`config.mk`:
```
export PLATFORM = sky130hd
export DESIGN_NAME = mul4_fitness_scorer
export DESIGN_NICKNAME = d
export VERILOG_FILES = /design/src/rtl/mul4_eval_pkg.sv /design/src/rtl/mul4_golden_lanes.sv /design/src/rtl/mul4_fitness_scorer.sv
export SDC_FILE = /design/constraint.sdc
export NUM_CORES = 1
export LEC_CHECK = 0
export CAP_MARGIN = 20
export CORE_MARGIN = 1
export CORE_UTILIZATION = 25
export CTS_CLUSTER_SIZE = 25
export DETAILED_ROUTE_END_ITERATION = 6
export PLACE_DENSITY = 0.52
export SLEW_MARGIN = 15
export SYNTH_ARGS = -nofsm -noshare
export SYNTH_HDL_FRONTEND = slang
export SYNTH_SLANG_ARGS = --single-unit
```
`constraint.sdc`:
```
create_clock -name clk -period 26.6 [get_ports clk]
set_input_delay 6.65 -clock clk [delete_from_list [all_inputs] [get_ports clk]]
set_output_delay 6.65 -clock clk [all_outputs]
set_load 0.03 [all_outputs]
```
`src/rtl/mul4_eval_pkg.sv`:
```
// Shared types, sizes and the popcount helper for the 2x2-bit multiplier fitness scorer.
package mul4_eval_pkg;

    typedef enum logic [1:0] {
        ST_IDLE,
        ST_ACCUM,
        ST_DRAIN,
        ST_REPORT
    } state_e;

    localparam int unsigned LANES          = 16;
    localparam int unsigned BITS_PER_LANE  = 4;
    localparam int unsigned MAX_BEAT_SCORE = 64;

    function automatic logic [6:0] popcount64(input logic [63:0] v);
        logic [6:0] c;
        c = '0;
        for (int unsigned i = 0; i < 64; i++) begin
            c = c + 7'(v[i]);
        end
        return c;
    endfunction

endpackage

```
`src/rtl/mul4_golden_lanes.sv`:
```
// Combinational reference: 16 independent 2-bit x 2-bit unsigned products, bit-sliced.
module mul4_golden_lanes
    import mul4_eval_pkg::*;
(
    input  logic [LANES-1:0] a1,
    input  logic [LANES-1:0] a0,
    input  logic [LANES-1:0] b1,
    input  logic [LANES-1:0] b0,
    output logic [LANES-1:0] g3,
    output logic [LANES-1:0] g2,
    output logic [LANES-1:0] g1,
    output logic [LANES-1:0] g0
);

    always_comb begin
        logic [3:0] p;
        g3 = '0;
        g2 = '0;
        g1 = '0;
        g0 = '0;
        p  = '0;
        for (int unsigned i = 0; i < LANES; i++) begin
            p     = {2'b00, a1[i], a0[i]} * {2'b00, b1[i], b0[i]};
            g3[i] = p[3];
            g2[i] = p[2];
            g1[i] = p[1];
            g0[i] = p[0];
        end
    end

endmodule

```
`src/rtl/mul4_fitness_scorer.sv`:
```
// Scores candidate multiplier outputs against the golden product over a batch of beats;
// two-stage pipeline feeding saturating accumulators, result held until taken.
module mul4_fitness_scorer
    import mul4_eval_pkg::*;
#(
    parameter int unsigned SCORE_W = 16,
    parameter int unsigned BEAT_W  = 8
) (
    input  logic               clk,
    input  logic               rst,
    input  logic               in_valid,
    output logic               in_ready,
    input  logic               in_last,
    input  logic [15:0]        a1,
    input  logic [15:0]        a0,
    input  logic [15:0]        b1,
    input  logic [15:0]        b0,
    input  logic [15:0]        y3,
    input  logic [15:0]        y2,
    input  logic [15:0]        y1,
    input  logic [15:0]        y0,
    output logic               out_valid,
    input  logic               out_ready,
    output logic [SCORE_W-1:0] score,
    output logic [SCORE_W-1:0] lanes_ok,
    output logic [BEAT_W-1:0]  beats,
    output logic               perfect
);

    state_e             state_q;
    logic               drain_cnt_q;
    logic               out_valid_q;
    logic               s1_valid_q;
    logic [15:0]        s1_a1_q, s1_a0_q, s1_b1_q, s1_b0_q;
    logic [15:0]        s1_y3_q, s1_y2_q, s1_y1_q, s1_y0_q;
    logic [SCORE_W-1:0] score_q, score_d;
    logic [SCORE_W-1:0] lanes_q, lanes_d;
    logic [BEAT_W-1:0]  beats_q, beats_d;
    logic               perfect_q, perfect_d;

    logic [15:0]                    g3, g2, g1, g0;
    logic [LANES*BITS_PER_LANE-1:0] mismatch;
    logic [LANES-1:0]               lane_bad;
    logic [6:0]                     bit_match, lane_match;
    logic [SCORE_W:0]               score_sum, lanes_sum;
    logic                           accept;

    assign in_ready = !rst && (state_q == ST_IDLE || state_q == ST_ACCUM);
    assign accept   = in_valid && in_ready;

    mul4_golden_lanes u_golden (
        .a1(s1_a1_q), .a0(s1_a0_q), .b1(s1_b1_q), .b0(s1_b0_q),
        .g3(g3), .g2(g2), .g1(g1), .g0(g0)
    );

    assign mismatch   = {s1_y3_q ^ g3, s1_y2_q ^ g2, s1_y1_q ^ g1, s1_y0_q ^ g0};
    assign lane_bad   = mismatch[63:48] | mismatch[47:32] | mismatch[31:16] | mismatch[15:0];
    assign bit_match  = 7'(MAX_BEAT_SCORE) - popcount64(mismatch);
    assign lane_match = 7'(LANES) - popcount64(64'(lane_bad));
    assign score_sum  = {1'b0, score_q} + (SCORE_W+1)'(bit_match);
    assign lanes_sum  = {1'b0, lanes_q} + (SCORE_W+1)'(lane_match);

    always_comb begin
        score_d   = score_q;
        lanes_d   = lanes_q;
        beats_d   = beats_q;
        perfect_d = perfect_q;
        if (s1_valid_q) begin
            score_d   = score_sum[SCORE_W] ? '1 : score_sum[SCORE_W-1:0];
            lanes_d   = lanes_sum[SCORE_W] ? '1 : lanes_sum[SCORE_W-1:0];
            beats_d   = (beats_q == '1) ? beats_q : beats_q + 1'b1;
            // first beat seeds the flag, later beats can only clear it
            perfect_d = (bit_match == 7'(MAX_BEAT_SCORE)) && (beats_q == '0 || perfect_q);
        end
        if (state_q == ST_REPORT && out_ready) begin
            score_d   = '0;
            lanes_d   = '0;
            beats_d   = '0;
            perfect_d = 1'b0;
        end
    end

    always_ff @(posedge clk) begin
        if (rst) begin
            state_q     <= ST_IDLE;
            drain_cnt_q <= 1'b0;
            out_valid_q <= 1'b0;
            s1_valid_q  <= 1'b0;
            score_q     <= '0;
            lanes_q     <= '0;
            beats_q     <= '0;
            perfect_q   <= 1'b0;
        end else begin
            s1_valid_q <= accept;
            if (accept) begin
                s1_a1_q <= a1;
                s1_a0_q <= a0;
                s1_b1_q <= b1;
                s1_b0_q <= b0;
                s1_y3_q <= y3;
                s1_y2_q <= y2;
                s1_y1_q <= y1;
                s1_y0_q <= y0;
            end
            score_q   <= score_d;
            lanes_q   <= lanes_d;
            beats_q   <= beats_d;
            perfect_q <= perfect_d;
            case (state_q)
                ST_IDLE, ST_ACCUM: begin
                    if (accept) begin
                        state_q     <= in_last ? ST_DRAIN : ST_ACCUM;
                        drain_cnt_q <= 1'b0;
                    end
                end
                ST_DRAIN: begin
                    if (drain_cnt_q) begin
                        state_q     <= ST_REPORT;
                        out_valid_q <= 1'b1;
                    end else begin
                        drain_cnt_q <= 1'b1;
                    end
                end
                ST_REPORT: begin
                    if (out_ready) begin
                        state_q     <= ST_IDLE;
                        out_valid_q <= 1'b0;
                    end
                end
                default: state_q <= ST_IDLE;
            endcase
        end
    end

    assign out_valid = out_valid_q;
    assign score     = score_q;
    assign lanes_ok  = lanes_q;
    assign beats     = beats_q;
    assign perfect   = perfect_q;

endmodule
```
==> impl_metrics.yaml <==
hold_path:
  min_to: "drain_cnt_q"
  hp-class: "reg -> reg"
  hold_depth: 2
  hp-start: "drain_cnt_q"
global_routing:
  antenna_found_initial: 0
  grt_pass1_vias: 7111
  grt_usage_pct: 11.6
  grt_pass1_wl_um: 38000
  grt_max_degree: 76
  overflow: 0
cells_and_area:
  syn2layout_area_growth_pct: 27.6
  layout.nets: 1410
  drive_above_1_share_pct: 5.10
  fill_cells: 4294
  antenna_cells: 0
floorplan:
  core_area_um2: 42200
  dieArea_um2: 44000
  die_width_um: 210
  pin_count: 176
  start_util_pct: 25.6
  placementRows: 75
  dieHeight_um: 210
setup_path:
  start_kind: "input port"
  cp_max_fo: 9
  path_buf_inv: 2
  crit_path_frequent_cell: "clkdlybuf4s50_1"
  crit_chain: "clkdlybuf4s50_1, nor2_1, clkdlybuf4s50_1"
  required_ns: 19.95
  reg2reg_to: "score[15]"
  max_stage_delay_ns: 0.68
  rr_startpoint: "s1_a0_q[15]"
  critPathCaptureType: "output pin"
  ff2ff_path_depth: 28
  cpMaxStageDelayCell: "clkdlybuf4s50_1"
  arrival_ns: 8.05
  path_delay_family: "buffers and inverters"
  reg2reg_slack_ns: 17.88
  crit_type: "in -> out"
route:
  drc: 0
  drt-vias-per-instance: 4.21
  met2_length_um: 11300
  drt-met1-wl_um: 11500
  drtIter0Drc: 261
  wl_per_cell_um: 14.8
  vias: 6891
  first_pass_iters: 4
  dr_wl_met3_um: 991
  postRouteAntennaNets: 0
  finalWirelength_um: 24300
  highest_layer: "met4"
sta:
  maxSlewViolCount: 0
  post-route-min-period_ns: 14.70
  setup_viol_count_final: 0
  max_clock_freq_ghz: 0.0680
  rsz0062_at_grt: "no"
  worst_slew_pin_slew_ns: 1.09
  maxSlewHeadroom_pct: 27.0
  setup-tns-final_ns: 0
  fin_crit_sh_pct: 55.3
  hold_viol_final: 0
  fin_worst_skew_ns: 0.00999
clocking:
  numCtsBuffers: 17
  clkTransAtPathRegs_ns: 0.06
  cts-resized-gates: 0
  cts_tree: "done"
  post-cts-setup-buffers: 0
  clock_latency_ns: 0.47
  clock_sinks: 174
  clk_path_buf_depth: 2
  ctsHoldBuffers: 0
  cts_root_buf: "clkbuf_16"
  cts_max_level: 4
synth:
  yosysWarnings: 0
  synthesis.nets: 1222
  synth_seq_area_share_pct: 44.1
  mappedNetlistArea_um2: 10800
  ys.flop_type: "edfxtp_1"
  synth_edf_count: 128
  synth_seq_cells: 174
  syn_inst: 899
  synth.distinct_cells: 62
  async_flop_share_pct: 0
  syn_area_per_cell_um2: 12.0
flow_run:
  maxCapViolations: 0
placement:
  routabilityCongestion: 0.774
  dp.final_hpwl_um: 19700
  io_buffers: 175
status:
  outcome: "finished, final reports clean"
[cell usage in the layout, fill, tap and decap left out, types with 5 or more instances in the layout]
cell               n
edfxtp_1         128
o21ai_0           18
nor3_1            18
fa_1              66
clkbuf_16         17
nor2_1            39
a21o_1             8
inv_6              6
and3_1             6
nand4_1            5
a211oi_1          10
a31oi_1           10
and2_1            54
and4_1             6
clkdlybuf4s50_1  175
nand2_1           31
o221a_2            6
a21oi_1           27
inv_1            127
xnor2_1           47
dfxtp_1           46
ha_1             124
nand3_1           14
xor2_1            39
[flip-flops by register name (all words and copies together) (netlist names), 8 cells and up]
| signal | flops |
|---|---|
| beats | 8 |
| lanes_ok | 16 |
| s1_a0_q | 16 |
| s1_a1_q | 16 |
| s1_b0_q | 16 |
| s1_b1_q | 16 |
| s1_y0_q | 16 |
| s1_y1_q | 16 |
| s1_y2_q | 16 |
| s1_y3_q | 16 |
| score | 16 |
[synth_stat cells (2+ instances only)]
cell         n  area [um^2]
a2111oi_0    2         17.5
a211oi_1    10         75.1
a21o_1       8         60.1
a21oi_1     27          135
a311oi_1     2         17.5
a31o_2       2         17.5
a31oi_1     11         68.8
and2_1      54          338
and3_1       6         37.5
and4_1       6         52.6
clkbuf_1     6         22.5
dfxtp_1     46          921
edfxtp_1   128         3840
fa_1        66         1320
ha_1       124         1550
inv_1      127          477
nand2_1     31          116
nand3_1     14         70.1
nand4_1      5         31.3
nor2_1      39          146
nor2b_1      2         12.5
nor3_1      19         95.1
nor3b_1      4         30.0
nor4_1       4         25.0
o211a_1      2         20.0
o211ai_1     3         22.5
o21a_1       2         15.0
o21ai_0     18         90.1
o21bai_1     3         22.5
o221a_2      6         67.6
o31a_2       2         20.0
o31ai_1      4         30.0
or3_1        2         12.5
or4_1        2         15.0
xnor2_1     47          412
xor2_1      39          342
[worst min-delay path, cell delays in order (launching register included)]
cell     delay [ns]
dfxtp_1        0.32
o21ai_0        0.07
a21oi_1        0.06
[routing by layer]
layer,up-vias,track usage [%]
met1,3273,14.8
met5,-,0
met2,108,18.1
li1,3490,-
met4,0,4.68
met3,20,3.53
[metrics by stage]
stage | cells | util [%] | worst slack, ns | hold slack (ns) | cell area (um^2)
after global placement | 1607 | 31.3 | 11.87 | 0.488 | 13200
after CTS | 1638 | 32.6 | 11.88 | 0.500 | 13800
after floorplan | 899 | - | 10.24 | 0.463 | 10800
after global routing | 1638 | 32.6 | 11.83 | 0.554 | 13800
final | 1638 | 32.6 | 11.90 | 0.498 | 13800
after detailed placement | 1607 | 31.3 | 11.89 | 0.491 | 13200
[worst max-delay path by stage]
stage	to	slack, ns	cells after the start	start
finish	in_ready	11.90	3	rst
global route	in_ready	11.83	3	rst
CTS	in_ready	11.88	3	rst
detailed placement	in_ready	11.89	3	rst
global placement	in_ready	11.87	3	rst
floorplan	s1_a0_q[0]	10.24	2	rst
[area by class of cell]
type                       count  area [um^2]  share of cell area (%)
tap                          539          674                    4.90
inverter                     128          480                    3.49
multi-input combinational    588         5520                    40.1
clock inverter                13          130                   0.945
timing repair buffer         178         1770                    12.9
clock buffer                  18          429                    3.12
sequential                   174         4760                    34.6
[cell families after synthesis]
| group | Yosys count | share of synthesized area, % |
|---|---|---|
| AO/OA/AOI/OAI | 113 | 7.42 |
| XOR/XNOR | 86 | 6.98 |
| adder cells (fa/ha/maj) | 190 | 26.6 |
| buffers and inverters | 137 | 4.86 |
| flip-flops | 174 | 44.1 |
| AND/OR/NAND/NOR | 199 | 10.0 |
Power is left out: the tool's default activity adds up to more than one toggle a clock period on the data nets, which glitch-free logic cannot reach.
